`config.mk`:
```
export PLATFORM = sky130hd
export DESIGN_NAME = color_shadow_bank
export DESIGN_NICKNAME = d
export VERILOG_FILES = /design/src/rtl/color_shadow_bank.sv
export SDC_FILE = /design/constraint.sdc
export NUM_CORES = 1
export LEC_CHECK = 0
export ABC_AREA = 1
export BUFFER_PORTS_ARGS = -buffer_cell sky130_fd_sc_hd__clkbuf_2
export CORE_MARGIN = 5
export CORE_UTILIZATION = 40
export CTS_CLUSTER_DIAMETER = 200
export DETAILED_ROUTE_END_ITERATION = 12
export PLACE_DENSITY = 0.66
export REMOVE_ABC_BUFFERS = 1
export SETUP_SLACK_MARGIN = 0.02
export SYNTH_ARGS = -nofsm -noshare
export SYNTH_HDL_FRONTEND = slang
export SYNTH_SLANG_ARGS = --single-unit
```
`constraint.sdc`:
```
create_clock -name clk -period 1.6 [get_ports clk]
set_input_delay 0.32 -clock clk [delete_from_list [all_inputs] [get_ports clk]]
set_output_delay 0.32 -clock clk [all_outputs]
set_load 0.005 [all_outputs]
```
`src/rtl/color_shadow_bank.sv`:
```
// Double-buffered RGB colour registers: writes land in a shadow bank and are copied to the
// active bank at frame_end, so the DAC outputs never change mid-frame.
module color_shadow_bank (
  input  logic       clk,
  input  logic       rst,
  input  logic [3:0] data_in,
  input  logic       data_in_valid,
  input  logic [1:0] channel,
  input  logic       frame_end,
  input  logic       blank,
  output logic [3:0] red,
  output logic [3:0] green,
  output logic [3:0] blue,
  output logic       pending,
  output logic       commit,
  output logic [7:0] commit_count
);

  typedef enum logic [0:0] {StIdle, StDirty} state_e;

  state_e     state_q, state_d;
  logic [3:0] sh_r_q, sh_r_d, sh_g_q, sh_g_d, sh_b_q, sh_b_d;
  logic [3:0] act_r_q, act_r_d, act_g_q, act_g_d, act_b_q, act_b_d;
  logic [3:0] red_q, red_d, green_q, green_d, blue_q, blue_d;
  logic       commit_q, commit_d;
  logic [7:0] count_q, count_d;
  logic       do_commit;

  assign do_commit = frame_end && (state_q == StDirty);

  // Shadow writes
  always_comb begin
    sh_r_d = sh_r_q;
    sh_g_d = sh_g_q;
    sh_b_d = sh_b_q;
    if (data_in_valid) begin
      unique case (channel)
        2'd0: sh_r_d = data_in;
        2'd1: sh_g_d = data_in;
        2'd2: sh_b_d = data_in;
        2'd3: begin
          sh_r_d = data_in;
          sh_g_d = data_in;
          sh_b_d = data_in;
        end
        default: ;
      endcase
    end
  end

  // Pending FSM; a write on the commit edge keeps the bank dirty for the next frame
  always_comb begin
    state_d = state_q;
    unique case (state_q)
      StIdle:  if (data_in_valid) state_d = StDirty;
      StDirty: if (frame_end && !data_in_valid) state_d = StIdle;
      default: state_d = StIdle;
    endcase
  end

  always_comb begin
    act_r_d  = act_r_q;
    act_g_d  = act_g_q;
    act_b_d  = act_b_q;
    count_d  = count_q;
    commit_d = do_commit;
    if (do_commit) begin
      act_r_d = sh_r_q;
      act_g_d = sh_g_q;
      act_b_d = sh_b_q;
      if (count_q != 8'hFF) count_d = count_q + 8'd1;
    end
  end

  always_comb begin
    red_d   = blank ? 4'h0 : act_r_q;
    green_d = blank ? 4'h0 : act_g_q;
    blue_d  = blank ? 4'h0 : act_b_q;
  end

  always_ff @(posedge clk or negedge rst) begin
    if (!rst) begin
      state_q  <= StIdle;
      sh_r_q   <= 4'h0;
      sh_g_q   <= 4'h0;
      sh_b_q   <= 4'h0;
      act_r_q  <= 4'h0;
      act_g_q  <= 4'h0;
      act_b_q  <= 4'h0;
      red_q    <= 4'h0;
      green_q  <= 4'h0;
      blue_q   <= 4'h0;
      commit_q <= 1'b0;
      count_q  <= 8'h00;
    end else begin
      state_q  <= state_d;
      sh_r_q   <= sh_r_d;
      sh_g_q   <= sh_g_d;
      sh_b_q   <= sh_b_d;
      act_r_q  <= act_r_d;
      act_g_q  <= act_g_d;
      act_b_q  <= act_b_d;
      red_q    <= red_d;
      green_q  <= green_d;
      blue_q   <= blue_d;
      commit_q <= commit_d;
      count_q  <= count_d;
    end
  end

  assign red          = red_q;
  assign green        = green_q;
  assign blue         = blue_q;
  assign pending      = (state_q == StDirty);
  assign commit       = commit_q;
  assign commit_count = count_q;

endmodule
```
==> Yosys cells after proc, flatten, opt, wreduce, memory -nomap -nowiden <==
Index checks and enable logic that the tools add are counted.
{ "word_totals": {"register_bits": 46} }
{ "classes": {"n_addsub": 1, "eq_ne": 4, "mux": 6, "bitwise": 1, "reduce_logical": 11} }
{ "op_table": {"columns": ["op", "n"], "rows": [
  ["4-bit two-way mux", 3],
  ["8-bit by 1-bit adder with 8-bit output (second input constant)", 1],
  ["8-bit inequality test (second input constant)", 1],
  ["2-bit AND reduction", 4],
  ["2-bit OR reduction", 3],
  ["2-bit == test (second input constant)", 2],
  ["2-bit by 1-bit == test with 1-bit output (second input constant)", 1],
  ["1-bit logical AND", 2],
  ["2-bit zero test", 1],
  ["1-bit two-way mux", 2],
  ["1-bit case mux with 2 select lines", 1],
  ["1-bit zero test", 1],
  ["1-bit NOT", 1]
]} }

==> Longest topological paths before layout <==
Gate-level depths: netlist of run 1.
{ "logic_depth": {"ltp_word": 4, "ltp_mapped": 8, "depth_no_buf": 8} }

==> Worst setup path before layout of run 1 <==
OpenSTA, ideal clock, no wires.
{ "synth_timing": {"path_kind": "reg2reg", "from": "register count_q[0] (netlist: commit_count[0])", "to": "register count_q[7] (netlist: commit_count[7])", "t_arrival_ps": 1086, "required_time_ps": 1484, "path_slack_ps": 398, "path_stages_with_launch": 9, "period_less_slack_ps": 1202, "cell_sequence": "dfrtp_1 > ha_1 > nand2_1 > nor2_2 > nand2_2 > nand2_4 > inv_2 > nand2_1 > nand2_1"} }
{ "synth_via": {"elab_chain_cells": 2, "word_cells_on_any_way": 3} }
{ "synth_lines": {"columns": ["item", "line_no", "rtl"], "rows": [
  ["start: declaration", "26", "logic [7:0] count_q, count_d;"],
  ["start signal: assignment", "107", "count_q <= count_d;"],
  ["branches (longest 2 deep; another with 8-bit by 1-bit adder with 8-bit output)", null, null]
]} }
Several ways; the timed one is not identified.
A chain may end at the register's enable or synchronous reset.

==> Worst setup path in the final report of run 1 <==
{ "layout_timing": {"from": "register count_q[0] (netlist: commit_count[0])", "to": "register count_q[1] (netlist: commit_count[1])"} }
The elaborated chain is that of the path after synthesis.

==> results of run 1 <==
-- registers in the layout, indices dropped and copies added, names as in the netlist --
signal and cells:
act_g_q 4, pending 1, act_b_q 4, green 4, act_r_q 4, blue 4
sh_g_q 4, commit_count 8, commit 1, sh_b_q 4, sh_r_q 4, red 4
-- worst min-delay path by stage --
stage	end	slack (ns)	cells past startpoint
2_1_floorplan	act_b_q[0]	0.02	0
3_3_place_gp	act_b_q[0]	0.32	2
3_5_place_dp	act_b_q[0]	0.32	2
4_1_cts	pending	0.21	2
5_1_grt	pending	0.23	2
6_report	pending	0.22	2
-- synth_stat cells --
master    count  area share, %
buf_2         2           0.55
clkbuf_1      1           0.21
dfrtp_1      46             63
ha_1          4            2.8
inv_1        23            4.8
inv_2         2           0.41
inv_4         1           0.35
nand2_1      53             11
nand2_2       3            1.0
nand2_4       1           0.62
nand3_1       4            1.1
nand3b_1      1           0.41
nand4_1       1           0.35
nor2_1       16            3.3
nor2_2        2           0.69
o21ai_0      24            6.6
o21ai_1       4            1.1
o21bai_1      1           0.41
or2_0         1           0.35
xnor2_1       1           0.48
-- routing by layer --
| metal | track usage, % | up-vias | share of wire (%) |
|---|---|---|---|
| li1 | - | 667 | - |
| met1 | 14.42 | 564 | 47 |
| met2 | 16.75 | 23 | 46 |
| met3 | 3.747 | 6 | 4.9 |
| met4 | 6.701 | 0 | 2.3 |
| met5 | 0 | - | 0 |
-- area by class of cell --
| type | count | area share [%] |
|---|---|---|
| flip-flops and latches | 46 | 53.21 |
| multi-input cells | 116 | 25.33 |
| repair buffers | 34 | 8.791 |
| inverters | 26 | 4.627 |
| clock buffers | 5 | 3.181 |
| well taps | 52 | 3.008 |
| clock inverters | 3 | 1.851 |
-- cell families after synthesis --
logic type,count (synthesis),synth area share (%)
and+or+nand+nor,82,18.84
DFF,46,63.49
buffers and inverters,29,6.280
AOI/OAI and AO/OA,29,8.144
xor gates and xnor gates,1,0.4832
adders and majority gates,4,2.761
-- what timing repair did --
| action | CTS | global route |
|---|---|---|
| hold endpoints to repair | 46 | 0 |
| setup buffers | 0 | 0 |
| hold buffers | 1 | 0 |
-- power by group through the flow --
stage                     sequential [mW]  clock [mW]  combinational (mW)
final                                1.47       0.839               0.419
after global routing                 1.49       0.914               0.493
after CTS                            1.47       0.867               0.435
after detailed placement             1.49           0               0.431
after global placement               1.49           0               0.421
after floorplan                      1.48           0               0.235
-- worst register-to-register path, stage by stage, from the launching register on --
cell     delay, ns
dfrtp_1       0.41
ha_1          0.21
nand2_1       0.07
nor2_2        0.13
nand2_2       0.12
nand2_4       0.10
inv_2         0.05
nand2_1       0.05
nand2_1       0.05
-- cells in the final DEF (no fill, tap or decap), types with 2 or more instances in the layout --
| cell | synthesis | final |
|---|---|---|
| nor2_1 | 16 | 16 |
| inv_2 | 2 | 2 |
| clkbuf_2 | 0 | 32 |
| nand2_2 | 3 | 3 |
| inv_1 | 23 | 23 |
| dfrtp_1 | 46 | 46 |
| o21ai_1 | 4 | 4 |
| nor2_2 | 2 | 2 |
| clkinv_2 | 0 | 2 |
| ha_1 | 4 | 4 |
| clkbuf_8 | 0 | 5 |
| o21ai_0 | 24 | 24 |
| nand2_1 | 53 | 53 |
| nand3_1 | 4 | 4 |
-- stage by stage --
stage / cells / worst slack [ns] / area [sq um] / hold slack (ns)
after floorplan: 188 / 0.3975 / 1799 / 0.02441
after global placement: 273 / 0.2772 / 2044 / 0.3224
after detailed placement: 273 / 0.2588 / 2044 / 0.3244
after CTS: 282 / 0.3095 / 2163 / 0.2123
after global routing: 282 / 0.1600 / 2163 / 0.2346
final: 282 / 0.3173 / 2163 / 0.2229
==> metrics.md, run 1 <==
| Metric | Value |
|---|---|
| Status | `completed` |
| Endpoint type of the worst setup path | `register` |
| Die Wd | `77.33 microns` |
| Die area | `0.005979 sq mm` |
| Net Sw Power | `0.7348 mW` |
| # IOs | `33` |
| Seq/Total Area, Yosys | `63.49%` |
| Clock power frac | `30.8%` |
| Clk_lat worst skew | `0.30 ns` |
| ANT cells | `0` |
| Initial Util | `41.35%` |
| Max stage delay on crit path | `0.41 ns` |
| Slew headroom | `67.27%` |
| Worst Path Arrival | `1.48 ns` |
| Worst reg2reg path endpoint | `commit_count[1]` |
| Hold Path Class | `input port to register` |
| Clock tree buffer depth | `2` |
| Vias in the first global route | `1201` |
| Wire per inst | `10.83 microns` |
| Final Util | `49.34%` |
| Row Count | `24` |
| Max_cap viols | `0` |
| Drt drc | `0` |
| Initial antenna violation count | `0` |
| P_int | `1.991 mW` |
| Most used cell, CP | `nand2_1` |
| Finish-stage setup viols | `0` |
| Multi-input logic area | `548.0 sq um` |
| Area grow syn2layout | `19.32%` |
| Crit path capture | `commit_count[1]` |
| Cell variety after synth | `20` |
| Fin crit share | `80.17%` |
| Core region area | `0.004384 sq mm` |
| Number of buffers and inverters on the critical path | `1` |
| # fillers | `422` |
| Setup Total Neg Slack | `0 ns` |
| Vias/cell | `4.468` |
| Hold_sp | `frame_end` |
| Minimum clock period | `1.283 ns` |
| H-tree depth | `2` |
| R2R cell count | `8` |
| Pwr Total | `2.726 mW` |
| Worst-Margin Slew | `0.4876 ns` |
| Seq pwr share | `53.8%` |
| Post-Syn Area | `0.001813 sq mm` |
| Hpwl dp | `2157 microns` |
| Yosys Warn Count | `0` |
| Cell Chain, Critical Path | `ha_1 -> nand2_1 -> nor2_2 -> nand2_2 -> nand2_4 -> inv_2 -> nand2_1 -> nand2_1` |
| Final hold violation count | `0` |
| Critical Path Slowest Stage Cell | `dfrtp_1` |
| Clock-pin slew of the registers on the worst-case setup and hold paths | `0.08 ns` |
| Clk sinks | `46` |
| Top delay family on crit path | `simple AND/OR/NAND/NOR gates` |
| Initial DRC Count | `67` |
| Critical Path RT | `1.79 ns` |
| Startpoint types | `register` |
| Sw Share | `26.95%` |
| CP Max Fanout | `6` |
| Total Routed Length | `3053 microns` |
| Logic pwr share | `15.4%` |
| Nets | `244` |
| TritonCTS buffer count | `5` |
| CTS resizes | `0` |
| Pin count of the biggest net entering global routing | `47` |
| Mapped Cells | `191` |
| CTS root buffer | `clkbuf_8` |
| Leak | `1.138 nW` |
| GPL Wtd Cong | `0.7004` |
| Worst Setup SP | `commit_count[0]` |
| RSZ-0062 raised after global routing | `false` |
| DRT Pass-1 Iters | `4` |
| Crit. path cell count | `8` |
| Register area | `0.001151 sq mm` |
| Reg-to-Reg Start | `commit_count[0]` |
| Fmax | `779.6 MHz` |
| Mean Syn Cell Area | `9.492 sq um` |
| Pwr dens | `1260 mW/mm^2` |
| Routed via count | `1260` |
| Clock Skew | `0.006819 ns` |
| Setup CP Type | `register to register` |
| GRT Util Overall | `11.33%` |
| Chip Height | `77.33 microns` |
| Total congestion overflow | `0` |
| Maximum vdd drop | `634.0 uV` |
| Setup slack, reg-to-reg | `0.32 ns` |
| IO Port Bufs | `32` |
| Layout cell share with drive strength beyond 1 | `21.74%` |
| First-pass GRT wire length | `5368 microns` |
| Max Slew Vio Count | `0` |
| CTS tree | `built` |
| Yosys reg bits | `46` |
| Post-DRT Antenna Nets | `0` |
(Power assumes the default switching activity.)
==> run 2, diff against run 1 <==
==> constraint.sdc (replaced) <==
create_clock -name clk -period 1.35 [get_ports clk]
set_input_delay 0.27 -clock clk [delete_from_list [all_inputs] [get_ports clk]]
set_output_delay 0.27 -clock clk [all_outputs]
set_load 0.005 [all_outputs]
==> run 2 against run 1 <==
Net effect:
- utilization grew 1.5 points
- clock power is 19% higher
- sequential cell count unchanged
- combinational power up 26%
- global-route usage is 0.31 points higher
- hold slack worse by 0.044 ns
- sequential power is 18% higher
- total power up 20%
- worst setup slack lost 0.28 ns
- die area is the same
- critical path type unchanged
==> metrics.md, run 2 (synthesis results as in run 1) <==
| Metric | Value |
|---|---|
| Clock Skew | `0.005527 ns` |
| Max_cap viols | `0` |
| Fmax | `763.9 MHz` |
| Minimum clock period | `1.309 ns` |
| RSZ-0062 raised after global routing | `true` |
| Final hold violation count | `0` |
| Worst-Margin Slew | `0.4263 ns` |
| Routed via count | `1316` |
| Post-DRT Antenna Nets | `0` |
| Die area | `0.005979 sq mm` |
| IO Port Bufs | `32` |
| GPL Wtd Cong | `0.7010` |
| DRT Pass-1 Iters | `4` |
| Placed cell count | `276` |
| Initial antenna violation count | `0` |
| P_int | `2.387 mW` |
| Final Instance Count excl. Fillers | `287` |
| Slew headroom | `71.58%` |
| DP Worst Slack | `0.06798 ns` |
| CTS tree | `built` |
| Cell Chain, Critical Path | `ha_2 -> nand2_1 -> nor2_2 -> buf_4 -> nand2_4 -> or2_0 -> nand3b_1` |
| Total congestion overflow | `0` |
| H-tree depth | `2` |
| Total Routed Length | `3192 microns` |
| Clk_lat worst skew | `0.30 ns` |
| Maximum vdd drop | `806.2 uV` |
| Wire per inst | `11.12 microns` |
| Clk sinks | `46` |
| Vias in the first global route | `1216` |
| TritonCTS buffer count | `5` |
| Vias/cell | `4.585` |
| Commonest non-fill, non-tap cells in the layout | `nand2_1, dfrtp_1, clkbuf_2, o21ai_0, inv_1` |
| Critical Path RT | `1.59 ns` |
| Clock power frac | `30.7%` |
| Final worst setup slack | `0.04084 ns` |
| Net Sw Power | `0.8863 mW` |
| Critical Path Slowest Stage Cell | `dfrtp_1` |
| M3 GR Usage | `3.747%` |
| Setup Total Neg Slack | `0 ns` |
| Core region area | `0.004384 sq mm` |
| First-pass GRT wire length | `5506 microns` |
| Layout cell share with drive strength beyond 1 | `24.68%` |
| Leak | `1.177 nW` |
| Logic pwr share | `16.1%` |
| Met2 global-route usage | `18.86%` |
| Number of flip-flops in the largest register | `8` |
| # fillers | `406` |
| Worst Path Arrival | `1.55 ns` |
| Sw Share | `27.08%` |
| Pin count of the biggest net entering global routing | `28` |
| # IOs | `33` |
| CP Max Fanout | `5` |
| Pwr dens | `1468 mW/mm^2` |
| Startpoint types | `register` |
| CTS root buffer | `clkbuf_8` |
| Met1 usage | `13.94%` |
| Most crowded layer after global routing | `met2` |
| Setup CP Type | `register to register` |
| Chip Height | `77.33 microns` |
| Fin area | `0.002230 sq mm` |
| Clock tree buffer depth | `2` |
| Max stage delay on crit path | `0.41 ns` |
| ANT cells | `0` |
| Drt drc | `0` |
| Most common cell after layout, fill and taps aside | `nand2_1` |
| Hold Path Class | `input port to register` |
| Initial DRC Count | `71` |
| Status | `completed` |
| Area grow syn2layout | `22.98%` |
| Clock-pin slew of the registers on the worst-case setup and hold paths | `0.08 ns` |
| Hpwl dp | `2388 microns` |
| Initial Util | `41.35%` |
| Nets | `249` |
| Endpoint type of the worst setup path | `register` |
| Placed instance area | `0.002079 sq mm` |
| Seq pwr share | `53.3%` |
| Pwr Total | `3.273 mW` |
| Finish-stage setup viols | `0` |
| GRT Util Overall | `11.64%` |
| Row Count | `24` |
| Die Wd | `77.33 microns` |
| Fin crit share | `96.97%` |
| Max Slew Vio Count | `0` |
[run 2: changes by cell type in the layout (fill, tap and decap cells not counted)]
| cell | previous run | this run |
|---|---|---|
| nand2_4 | 1 | 2 |
| ha_1 | 4 | 3 |
| nand2_2 | 3 | 4 |
| buf_12 | 1 | 2 |
| nand2_1 | 53 | 51 |
| buf_4 | 0 | 4 |
| inv_6 | 0 | 1 |
| ha_2 | 0 | 1 |
| clkinv_2 | 2 | 1 |
[run 2: worst max-delay path: cells and delay by family (launching register included)]
family / cells / cell delay [ns]
adder cells (fa/ha/maj): 1 / 0.21
buffers and inverters: 1 / 0.14
flip-flops: 1 / 0.41
AND/OR/NAND/NOR: 5 / 0.50
[run 2: through the flow]
stage          hold WS, ns  util [%]
3_3_place_gp        0.2242     47.43
5_1_grt             0.1783     50.86
2_1_floorplan     -0.02559         -
4_1_cts             0.1700     50.23
6_report            0.1787     50.86
3_5_place_dp        0.2290     47.43
[run 2: power by group through the flow]
stage	clock [mW]	combinational, mW	sequential (mW)
final	1.00	0.526	1.74
after CTS	1.04	0.534	1.74
after floorplan	0	0.278	1.76
after detailed placement	0	0.526	1.77
after global placement	0	0.512	1.76
after global routing	1.10	0.609	1.77
[run 2: timing repair]
action                                 CTS  global route
resized for setup                        0             4
setup buffers                            0             2
setup endpoints to repair                0             4
endpoints found under the hold margin   13             0
hold buffers                             1             0
[run 2: final timing paths]
path	start	to	slack, ns	cells after the start
worst max register to register	commit_count[1]	commit_count[4]	0.04	7
max in group asynchronous	rst	commit	0.49	3
worst max-delay path	commit_count[1]	commit_count[4]	0.04	7
worst min-delay path	frame_end	pending	0.18	2
min in group asynchronous	rst	blue[2]	0.43	2
worst min register to register	act_r_q[1]	red[1]	0.47	2
[run 2: cell type report]
| class | instances | area [sq um] | share of cell area, % |
|---|---|---|---|
| clock buffer | 5 | 68.82 | 3.086 |
| multi-input combinational | 116 | 560.5 | 25.14 |
| timing repair buffer | 39 | 240.2 | 10.77 |
| clock inverter | 3 | 43.79 | 1.964 |
| sequential | 46 | 1151 | 51.63 |
| tap | 52 | 65.06 | 2.918 |
| inverter | 26 | 100.1 | 4.489 |
[run 2: metal layers]
layer  vias to the layer above  part of all wire, %  wire length, microns
met5                         -                    0                     0
li1                        678                    -                     -
met4                         0                  2.3                    72
met1                       603                   43                  1387
met3                         6                  4.9                   158
met2                        29                   49                  1572
==> run 3, diff against run 2 <==
--- a/config.mk
+++ b/config.mk
@@ -11,7 +11,6 @@
 export CORE_UTILIZATION = 40
 export CTS_CLUSTER_DIAMETER = 200
 export DETAILED_ROUTE_END_ITERATION = 12
-export PLACE_DENSITY = 0.66
 export REMOVE_ABC_BUFFERS = 1
 export SETUP_SLACK_MARGIN = 0.02
 export SYNTH_ARGS = -nofsm -noshare
==> run 3 against run 2 <==
Net effect:
- count of clock-buffer cells in the layout is 2 higher
- routed wire length up 1.3%
- hold slack worse by 0.011 ns
==> metrics.md, run 3 (synthesis results as in run 1) <==
| Metric | Value |
|---|---|
| Commonest non-fill, non-tap cells in the layout | `nand2_1, dfrtp_1, clkbuf_2, o21ai_0, inv_1` |
| Initial antenna violation count | `0` |
| Setup CP Type | `register to register` |
| IO Port Bufs | `32` |
| Critical Path RT | `1.54 ns` |
| Max Slew Vio Count | `0` |
| Minimum clock period | `1.242 ns` |
| Startpoint types | `register` |
| Initial DRC Count | `92` |
| Clock-pin slew of the registers on the worst-case setup and hold paths | `0.08 ns` |
| Initial Util | `41.35%` |
| DRT Pass-1 Iters | `4` |
| Hpwl dp | `2204 microns` |
| CTS root buffer | `clkbuf_8` |
| Die Wd | `77.33 microns` |
| Layout cell share with drive strength beyond 1 | `23.83%` |
| Pwr Total | `3.151 mW` |
| Finish-stage setup viols | `0` |
| Clk sinks | `46` |
| Row Count | `24` |
| Leak | `1.166 nW` |
| First-pass GRT wire length | `5789 microns` |
| TritonCTS buffer count | `5` |
| Core region area | `0.004384 sq mm` |
| Clock Skew | `0.004101 ns` |
| Chip Height | `77.33 microns` |
| Worst Hold Margin | `0.1676 ns` |
| Total Routed Length | `3235 microns` |
| Endpoint type of the worst setup path | `register` |
| Vias/cell | `4.547` |
| Pwr dens | `1433 mW/mm^2` |
| GPL Wtd Cong | `0.7272` |
| Worst-Margin Slew | `0.2692 ns` |
| CTS tree | `built` |
| Status | `completed` |
| Final hold violation count | `0` |
| Maximum vdd drop | `753.7 uV` |
| Slew headroom | `81.99%` |
| RSZ-0062 raised after global routing | `true` |
| Most common cell after layout, fill and taps aside | `nand2_1` |
| Area grow syn2layout | `21.26%` |
| Vias in the first global route | `1218` |
| Routed via count | `1305` |
| Wire per inst | `11.27 microns` |
| Total congestion overflow | `0` |
| Hold Path Class | `input port to register` |
| Setup Total Neg Slack | `0 ns` |
| H-tree depth | `2` |
| Pin count of the biggest net entering global routing | `47` |
| Die area | `0.005979 sq mm` |
| # IOs | `33` |
| Number of flip-flops in the largest register | `8` |
| Clock tree buffer depth | `2` |
| Max_cap viols | `0` |
| ANT cells | `0` |
| Fmax | `805.2 MHz` |
| GRT Util Overall | `12.11%` |
| Drt drc | `0` |
| Clk_lat worst skew | `0.29 ns` |
| Worst Path Arrival | `1.44 ns` |
| CP Max Fanout | `6` |
| Post-DRT Antenna Nets | `0` |
| Nets | `249` |
| Fin crit share | `92.00%` |
-- run 3: worst max-delay path, cell delays in order (launching register included) --
cell and delay [ns]:
dfrtp_1 0.39, ha_2 0.21, nand2_2 0.06, nor2_4 0.15, nand2_4 0.08, nand2_4 0.10
inv_2 0.05, nand2_1 0.06, nand2_1 0.04
-- run 3: area by class of cell --
class,count,area [sq um]
timing repair buffer,39,227.7
inverter,26,100.1
clock buffer,7,86.33
sequential,46,1151
multi-input combinational,116,563.0
tap,52,65.06
clock inverter,1,5.005
fill,440,2186
-- run 3: where the power goes --
part	internal [mW]	switching, mW
Combinational	0.253	0.310
Sequential	1.60	0.135
Clock	0.413	0.439
-- run 3: repair_timing --
action | in CTS | in global routing
hold buffers | 1 | 0
setup endpoints to repair | 0 | 6
buffers inserted | 0 | 1
endpoints found under the hold margin | 46 | 0
gates resized for setup | 0 | 4
-- run 3: path summary, 6_finish.rpt --
path | from | endpoint | slack [ns] | cells past startpoint
worst max-delay path | commit_count[0] | commit_count[7] | 0.11 | 8
worst min-delay path | frame_end | pending | 0.17 | 2
worst max register to register | commit_count[0] | commit_count[7] | 0.11 | 8
worst min register to register | act_g_q[3] | green[3] | 0.48 | 2
max in group asynchronous | rst | commit_count[3] | 0.66 | 3
min in group asynchronous | rst | green[2] | 0.49 | 3
-- run 3: routing by layer --
layer  vias to the layer above  global-route usage (%)  share of wire, %
met4                         0                   5.155               2.0
met1                       599                   16.09                48
met3                         7                   3.981               5.5
li1                        670                       -                 -
met2                        29                   18.10                45
met5                         -                       0                 0
-- run 3: per-stage QoR --
| step | std cells | area (sq um) | worst slack, ns | util [%] |
|---|---|---|---|---|
| finish | 287 | 2198 | 0.1080 | 50.14 |
| CTS | 286 | 2176 | 0.05155 | 49.63 |
| global placement | 277 | 2074 | 0.1155 | 47.32 |
| detailed placement | 277 | 2074 | 0.06453 | 47.32 |
| floorplan | 188 | 1799 | 0.1475 | - |
| global route | 287 | 2198 | 0.01431 | 50.14 |
